File: config.mk
export PLATFORM = sky130hd
export DESIGN_NAME = move_input_conditioner
export DESIGN_NICKNAME = d
export VERILOG_FILES = /design/src/rtl/move_input_conditioner.sv
export SDC_FILE = /design/constraint.sdc
export NUM_CORES = 1
export LEC_CHECK = 0
export CAP_MARGIN = 40
export CORE_ASPECT_RATIO = 0.6
export CORE_UTILIZATION = 35
export CTS_BUF_LIST = sky130_fd_sc_hd__clkbuf_8
export DETAILED_ROUTE_END_ITERATION = 8
export GPL_TIMING_DRIVEN = 0
export SYNTH_ARGS = -nofsm -noshare
export SYNTH_HDL_FRONTEND = slang
export SYNTH_SLANG_ARGS = --single-unit
File: constraint.sdc
create_clock -name clk -period 1.92 [get_ports clk]
set_input_delay 0.576 -clock clk [delete_from_list [all_inputs] [get_ports clk]]
set_output_delay 0.576 -clock clk [all_outputs]
set_load 0.05 [all_outputs]
File: src/rtl/move_input_conditioner.sv
// Board front end: synchronises, debounces and one-shots the two player buttons, captures the
// position switches at each accepted press and arbitrates same-cycle presses in favour of P1.
module move_input_conditioner #(
   parameter int unsigned DEBOUNCE_CYCLES = 250000,
   parameter int unsigned CNT_W           = 18
) (
   input  logic       clk,
   input  logic       reset,
   input  logic       btn1_raw,
   input  logic       btn2_raw,
   input  logic [3:0] sw1_raw,
   input  logic [3:0] sw2_raw,
   output logic       player1,
   output logic       player2,
   output logic [3:0] player1_posiciones,
   output logic [3:0] player2_posiciones,
   output logic       press_dropped
);

   localparam logic [CNT_W-1:0] CntLast = CNT_W'(DEBOUNCE_CYCLES - 1);

   typedef enum logic [1:0] {StIdle, StArmed, StHeld} btn_state_e;

   // Two-flop synchronisers
   logic       btn1_s1_q, btn1_s2_q;
   logic       btn2_s1_q, btn2_s2_q;
   logic [3:0] sw1_s1_q, sw1_s2_q;
   logic [3:0] sw2_s1_q, sw2_s2_q;

   always_ff @(posedge clk or negedge reset) begin
      if (!reset) begin
         btn1_s1_q <= 1'b0;
         btn1_s2_q <= 1'b0;
         btn2_s1_q <= 1'b0;
         btn2_s2_q <= 1'b0;
         sw1_s1_q  <= '0;
         sw1_s2_q  <= '0;
         sw2_s1_q  <= '0;
         sw2_s2_q  <= '0;
      end else begin
         btn1_s1_q <= btn1_raw;
         btn1_s2_q <= btn1_s1_q;
         btn2_s1_q <= btn2_raw;
         btn2_s2_q <= btn2_s1_q;
         sw1_s1_q  <= sw1_raw;
         sw1_s2_q  <= sw1_s1_q;
         sw2_s1_q  <= sw2_raw;
         sw2_s2_q  <= sw2_s1_q;
      end
   end

   // Debounce: stable level flips only after DEBOUNCE_CYCLES consecutive differing samples
   logic             stable1_q, stable1_d;
   logic             stable2_q, stable2_d;
   logic [CNT_W-1:0] cnt1_q, cnt1_d;
   logic [CNT_W-1:0] cnt2_q, cnt2_d;

   always_comb begin
      stable1_d = stable1_q;
      cnt1_d    = '0;
      if (btn1_s2_q != stable1_q) begin
         if (cnt1_q == CntLast) begin
            stable1_d = ~stable1_q;
         end else begin
            cnt1_d = cnt1_q + CNT_W'(1);
         end
      end
   end

   always_comb begin
      stable2_d = stable2_q;
      cnt2_d    = '0;
      if (btn2_s2_q != stable2_q) begin
         if (cnt2_q == CntLast) begin
            stable2_d = ~stable2_q;
         end else begin
            cnt2_d = cnt2_q + CNT_W'(1);
         end
      end
   end

   always_ff @(posedge clk or negedge reset) begin
      if (!reset) begin
         stable1_q <= 1'b0;
         stable2_q <= 1'b0;
         cnt1_q    <= '0;
         cnt2_q    <= '0;
      end else begin
         stable1_q <= stable1_d;
         stable2_q <= stable2_d;
         cnt1_q    <= cnt1_d;
         cnt2_q    <= cnt2_d;
      end
   end

   // Per-player one-shot FSMs: a press arms for exactly one cycle, then waits for release
   btn_state_e state1_q, state1_d;
   btn_state_e state2_q, state2_d;

   always_comb begin
      state1_d = state1_q;
      unique case (state1_q)
         StIdle:  if (stable1_q) state1_d = StArmed;
         StArmed: state1_d = StHeld;
         StHeld:  if (!stable1_q) state1_d = StIdle;
         default: state1_d = StIdle;
      endcase
   end

   always_comb begin
      state2_d = state2_q;
      unique case (state2_q)
         StIdle:  if (stable2_q) state2_d = StArmed;
         StArmed: state2_d = StHeld;
         StHeld:  if (!stable2_q) state2_d = StIdle;
         default: state2_d = StIdle;
      endcase
   end

   // Arbitration and registered outputs; a losing P2 press is consumed, not deferred
   logic       arm1, arm2, accept2;
   logic       player1_q, player1_d;
   logic       player2_q, player2_d;
   logic       dropped_q, dropped_d;
   logic [3:0] pos1_q, pos1_d;
   logic [3:0] pos2_q, pos2_d;

   always_comb begin
      arm1      = (state1_q == StArmed);
      arm2      = (state2_q == StArmed);
      accept2   = arm2 & ~arm1;
      player1_d = arm1;
      player2_d = accept2;
      dropped_d = arm1 & arm2;
      pos1_d    = arm1 ? sw1_s2_q : pos1_q;
      pos2_d    = accept2 ? sw2_s2_q : pos2_q;
   end

   always_ff @(posedge clk or negedge reset) begin
      if (!reset) begin
         state1_q  <= StIdle;
         state2_q  <= StIdle;
         player1_q <= 1'b0;
         player2_q <= 1'b0;
         dropped_q <= 1'b0;
         pos1_q    <= '0;
         pos2_q    <= '0;
      end else begin
         state1_q  <= state1_d;
         state2_q  <= state2_d;
         player1_q <= player1_d;
         player2_q <= player2_d;
         dropped_q <= dropped_d;
         pos1_q    <= pos1_d;
         pos2_q    <= pos2_d;
      end
   end

   assign player1            = player1_q;
   assign player2            = player2_q;
   assign press_dropped      = dropped_q;
   assign player1_posiciones = pos1_q;
   assign player2_posiciones = pos2_q;

endmodule

* Yosys cells after proc, flatten, opt, wreduce, memory -nomap -nowiden
Cells that the tools add are included.
** Operators by class
- Equal/unequal tests :: 12
- Reduce and logical (&&, ||, !) cells :: 6
- Bitwise logic cells :: 5
- $add $sub $neg :: 2
- Multiplexer cells :: 10
** Operators with widths (count)
- $mux W18 :: 4
- $add A18 B1 Y18 const B :: 2
- $eq A18 B18 Y1 const B :: 2
- $pmux W2 S3 :: 2
- $mux W2 :: 4
- $ne A2 B2 Y1 const B :: 4
- $reduce_and A2 Y1 :: 4
- $eq A2 B1 Y1 const B :: 2
- $eq A2 B2 Y1 const B :: 2
- $logic_not A2 Y1 :: 2
- $not A1 Y1 :: 3
- $and A1 B1 Y1 :: 2
- $ne A1 B1 Y1 :: 2
** Storage, ports and cells
- Register bits :: 73
- Logic and storage cells :: 54
- Output and inout port bits :: 11
- Input port bits :: 12

* Depth between registers and ports, before layout
Gate-level depths: netlist of the first run.
- Depth in word-level cells :: 3
- Gate-level depth with buffers :: 6
- Mapped depth without buffers :: 5

* Least setup slack after synthesis of the first run
OpenSTA, ideal clock, no wires.
- Path kind :: flip-flop to flip-flop
- Start point :: reg cnt1_q[0]
- End point :: reg stable1_q
- Clock period less this slack :: 1.622 ns
- Data required time :: 1.795 ns
- Stages on the path, launching flop included :: 5
- Path buffers :: 0
- Arrival :: 1.497 ns
- Path slack :: 0.298 ns
- Path through :: dfrtp_1 > ha_1 > nand4_2 > or3_4 > mux2_4
** On the way
- Cells in the longest elaborated chain, start to end :: 2
** Ends and longest elaborated chain
- start, declared :: line 55 : logic [CNT_W-1:0] cnt1_q, cnt1_d;
- start signal, assigned :: line 91 : cnt1_q <= cnt1_d;
- $eq A18 B18 Y1 :: line 62 : if (cnt1_q == CntLast) begin
- $reduce_and A2 Y1 (no source line)
- end signal, assigned :: line 89 : stable1_q <= stable1_d;
- end, declared :: line 53 : logic stable1_q, stable1_d;
Every way passes these cells.
A chain may end at the register's enable or synchronous reset.

* Final worst setup path of the first run
- Start point :: reg pos2_q[0] (netlist: player2_posiciones[0])
- End point :: out player2_posiciones[0]
** RTL lines
- start, declared :: line 126 : logic [3:0] pos2_q, pos2_d;
- start signal, assigned :: line 155 : pos2_q <= pos2_d;
- end, declared :: line 16 : output logic [3:0] player2_posiciones,
No word-level cell between the ends.

==> impl_metrics.csv, run 1 <==
group,metric,value,unit
status,status,"completed",
route,drc,0,
yosys,yosys_warnings,0,
yosys,ys_seq_area_share,60.99,%
yosys,ys.flop_type,"dfrtp_1",
global_route,use_met1,20.77,%
global_route,grt_use_met3,5.668,%
worst_setup_path,crit_path_cell_trace,"dlygate4sd2_1",
clock_network,cts_buffers,9,
yosys,synth_cells,252,
route,vias,1930,
yosys,synthMuxAreaShare,3.885,%
placed_design,dpl.hpwl,3.581,mm
global_route,antenna_found_initial,0,
route,via_per_inst,4.801,
yosys,synth_top_family_by_area,"simple AND/OR/NAND/NOR gates",
worst_setup_path,crit_arrival,1240,ps
yosys,synth_cell_types,39,
worst_setup_path,path_buf_inv,1,
die,core,8070,um2
route,postRouteAntennaNets,0,
die,die_area,8945,um2
power_and_ir_drop,switchingPower,693.4,uW
finish,fin_area,3577,um2
placed_design,gp_congestion,0.8120,
clock_network,clk_pin_slew,90,ps
timing,setup_violations,0,
timing,finClkSkew,8.717,ps
global_route,grt_max_degree,38,
clock_network,cts_tree,"yes",
clock_network,root_buffer,"clkbuf_8",
power_and_ir_drop,sequentialPowerShare,56.7,%
yosys,syn-num-nets,266,
clock_network,insertion_delay,340,ps
yosys,synthAdderAreaFrac,0.8354,%
worst_setup_path,cp.required,1340,ps
global_route,met2_usage,16.98,%
timing,hold_violations,0,
finish,area_delta_synth_final,19.42,%
yosys,synth_top_area_share,60.99,%
route,drtIter0Drc,80,
global_route,grt_overflow_total,0,
global_route,grt_pass1_wl,9.170,mm
placed_design,port_buffers,22,
power_and_ir_drop,p_clk_share,39.8,%
clock_network,htreeDepth,3,
power_and_ir_drop,p_sw_share,24.84,%
worst_setup_path,worstSetupStartpointType,"flop",
yosys,synth-seq-cells,73,
yosys,synth.largest_area_cell,"dfrtp_1",
global_route,track_usage,13.74,%
yosys,mappedNetlistArea,2995,um2
power_and_ir_drop,power_frac_comb,3.5,%
finish,n_antenna_cell,0,
timing,worst_pin_slew,519.3,ps
worst_setup_path,crit_family,"buffers and inverters",
finish,nets,303,
flow_run,drv_cap,0,
die,start_util,37.12,%
power_and_ir_drop,ir_worst_vdd,0.3153,mV
die,dieHeight,73.66,um
yosys,synth.most_common_cell,"dfrtp_1",
route,drt_wl_total,5.354,mm
route,dr.pass1.iters,4,
timing,layout_min_cycle_time,1819,ps
timing,slew_headroom,65.11,%
yosys,synth-compound-area-share,3.049,%
yosys,synthTopCellsByCount,"dfrtp_1, nor2_1, xnor2_1",
timing,drv_slew,0,
yosys,synthArstFlopShare,100.0,%
route,wl_per_cell,13.32,um
worst_setup_path,critical-path-slowest-cell,"dlygate4sd2_1",
worst_setup_path,crit_type,"flop to output pin",
die,num_io_pins,23,
placed_design,placed_area,3368,um2
yosys,yosys.area_share.simple,20.89,%
die,dieWidth,121.4,um
power_and_ir_drop,total_power,2791,uW
power_and_ir_drop,internal_power,2098,uW
finish,fin_util,44.33,%
global_route,busiest_layer,"met1",
yosys,synth-edff-count,0,
power_and_ir_drop,p_per_area,780.3,nW/um2
yosys,syn-mean-instance-area,11.89,um2
global_route,grt_pass1_vias,1837,
yosys,synth_xor_xnor_area_share,8.480,%
timing,layout_worst_path_cycle_share,94.76,%
clock_network,cts_buffer_depth,2,
power_and_ir_drop,power.leakage,0.001592,uW
worst_setup_path,max_stage_delay,530,ps
hold_path,hold_class,"input port to asynchronous set/reset pin",
worst_setup_path,worst-path-max-fanout,2,
die,std_cell_rows,25,
timing,grt_setup_unrepaired,"no",
timing,max_freq,0.5496,GHz
yosys,synth_area_leaders,"dfrtp_1, xnor2_1, nor2_1, mux2_2, xor2_1",
placed_design,place_inst,383,
finish,drive_gt1_share,15.65,%
finish,fin_cells,402,
clock_network,clock-sinks,73,
worst_setup_path,end_kind,"output pin",
-- metal layers --
metal / vias to the layer above / wire length [um]
li1: 954 / -
met5: - / 0
met1: 930 / 2961
met4: 0 / 57
met2: 39 / 2027
met3: 7 / 308
-- flip-flops by register name (all words and copies together) (netlist names), 2 cells and up --
register,flops
cnt1_q,18
cnt2_q,18
player1_posiciones,4
player2_posiciones,4
sw1_s1_q,4
sw1_s2_q,4
sw2_s1_q,4
sw2_s2_q,4
state1_q,2
state2_q,2
-- path summary, 6_finish.rpt --
path	end	start	slack [ps]	depth (start not counted)
setup / recovery	player2_posiciones[0]	player2_posiciones[0]$_DFFE_PN0P_	100	1
hold / removal	sw1_s1_q[2]$_DFF_PN0_	reset	180	1
setup reg to reg	stable1_q$_DFFE_PN0P_	cnt1_q[0]$_DFF_PN0_	100	4
hold reg to reg	sw1_s2_q[3]$_DFF_PN0_	sw1_s1_q[3]$_DFF_PN0_	350	0
max in group asynchronous	cnt1_q[5]$_DFF_PN0_	reset	1190	2
min in group clk	sw1_s2_q[3]$_DFF_PN0_	sw1_s1_q[3]$_DFF_PN0_	350	0
-- cell usage in the layout (no fill, tap or decap), types with 3 or more instances in the layout --
cell / count
nand2_1: 7
o21ai_0: 4
nand4_1: 13
clkdlybuf4s50_1: 10
and3_1: 5
xnor2_1: 18
buf_4: 6
mux2_2: 9
xor2_1: 11
dlygate4sd2_1: 11
nor2b_1: 4
inv_1: 5
clkbuf_8: 9
and4_1: 3
nor3_1: 5
dfrtp_1: 73
nand3_1: 13
a21oi_1: 5
nor4_1: 7
inv_6: 3
nand4b_1: 4
nor2_1: 38
-- stage by stage --
stage / worst slack [ps] / setup TNS [ps] / hold WS (ps)
2_1_floorplan: 298.1 / 0 / 280.4
3_3_place_gp: -2234 / -162810 / 331.9
3_5_place_dp: 48.89 / 0 / 334.7
4_1_cts: 30.26 / 0 / 180.1
5_1_grt: 3.570 / 0 / 196.9
6_report: 100.6 / 0 / 182.7
-- power by group through the flow --
stage               logic, uW  registers [uW]  clock network, uW
global route              114            1590               1230
CTS                      97.4            1580               1160
global placement         90.4            1610                  0
finish                   97.9            1580               1110
floorplan                30.5            1610                  0
detailed placement       96.6            1610                  0
-- area by class of cell --
| cell class | count | area, um2 |
|---|---|---|
| multi-input cells | 167 | 1131 |
| inverters | 5 | 18.77 |
| well taps | 108 | 135.1 |
| repair buffers | 26 | 246.5 |
| clock buffers | 9 | 123.9 |
| flip-flops and latches | 73 | 1827 |
| fillers | 776 | 4493 |
| clock inverters | 7 | 57.56 |
| plain buffers | 7 | 37.54 |
-- cell families (layout without fill, tap and decap cells) --
kind of cell,after synthesis,in the layout
mux,10,10
compound gates,13,13
simple gates,113,113
buf+inv,12,54
xor+xnor,29,29
flops,73,73
fa+ha+maj,2,2
-- repair_timing --
action,in CTS,in global routing
setup buffers,0,3
gates resized for setup,11,3
pin swaps,0,2
setup endpoints to repair,11,21
hold buffers,0,0
endpoints found under the hold margin,0,0
No activity file was read; power rests on OpenSTA's default activity.
==> run 2, diff against run 1 <==
--- a/config.mk
+++ b/config.mk
@@ -7,10 +7,12 @@
 export LEC_CHECK = 0
 export CAP_MARGIN = 40
 export CORE_ASPECT_RATIO = 0.6
+export CORE_MARGIN = 1
 export CORE_UTILIZATION = 35
 export CTS_BUF_LIST = sky130_fd_sc_hd__clkbuf_8
 export DETAILED_ROUTE_END_ITERATION = 8
 export GPL_TIMING_DRIVEN = 0
+export HOLD_SLACK_MARGIN = 0.1
 export SYNTH_ARGS = -nofsm -noshare
 export SYNTH_HDL_FRONTEND = slang
 export SYNTH_SLANG_ARGS = --single-unit
==> results of run 2 <==
Final layout, timing and power as in run 1 (identical DEF).
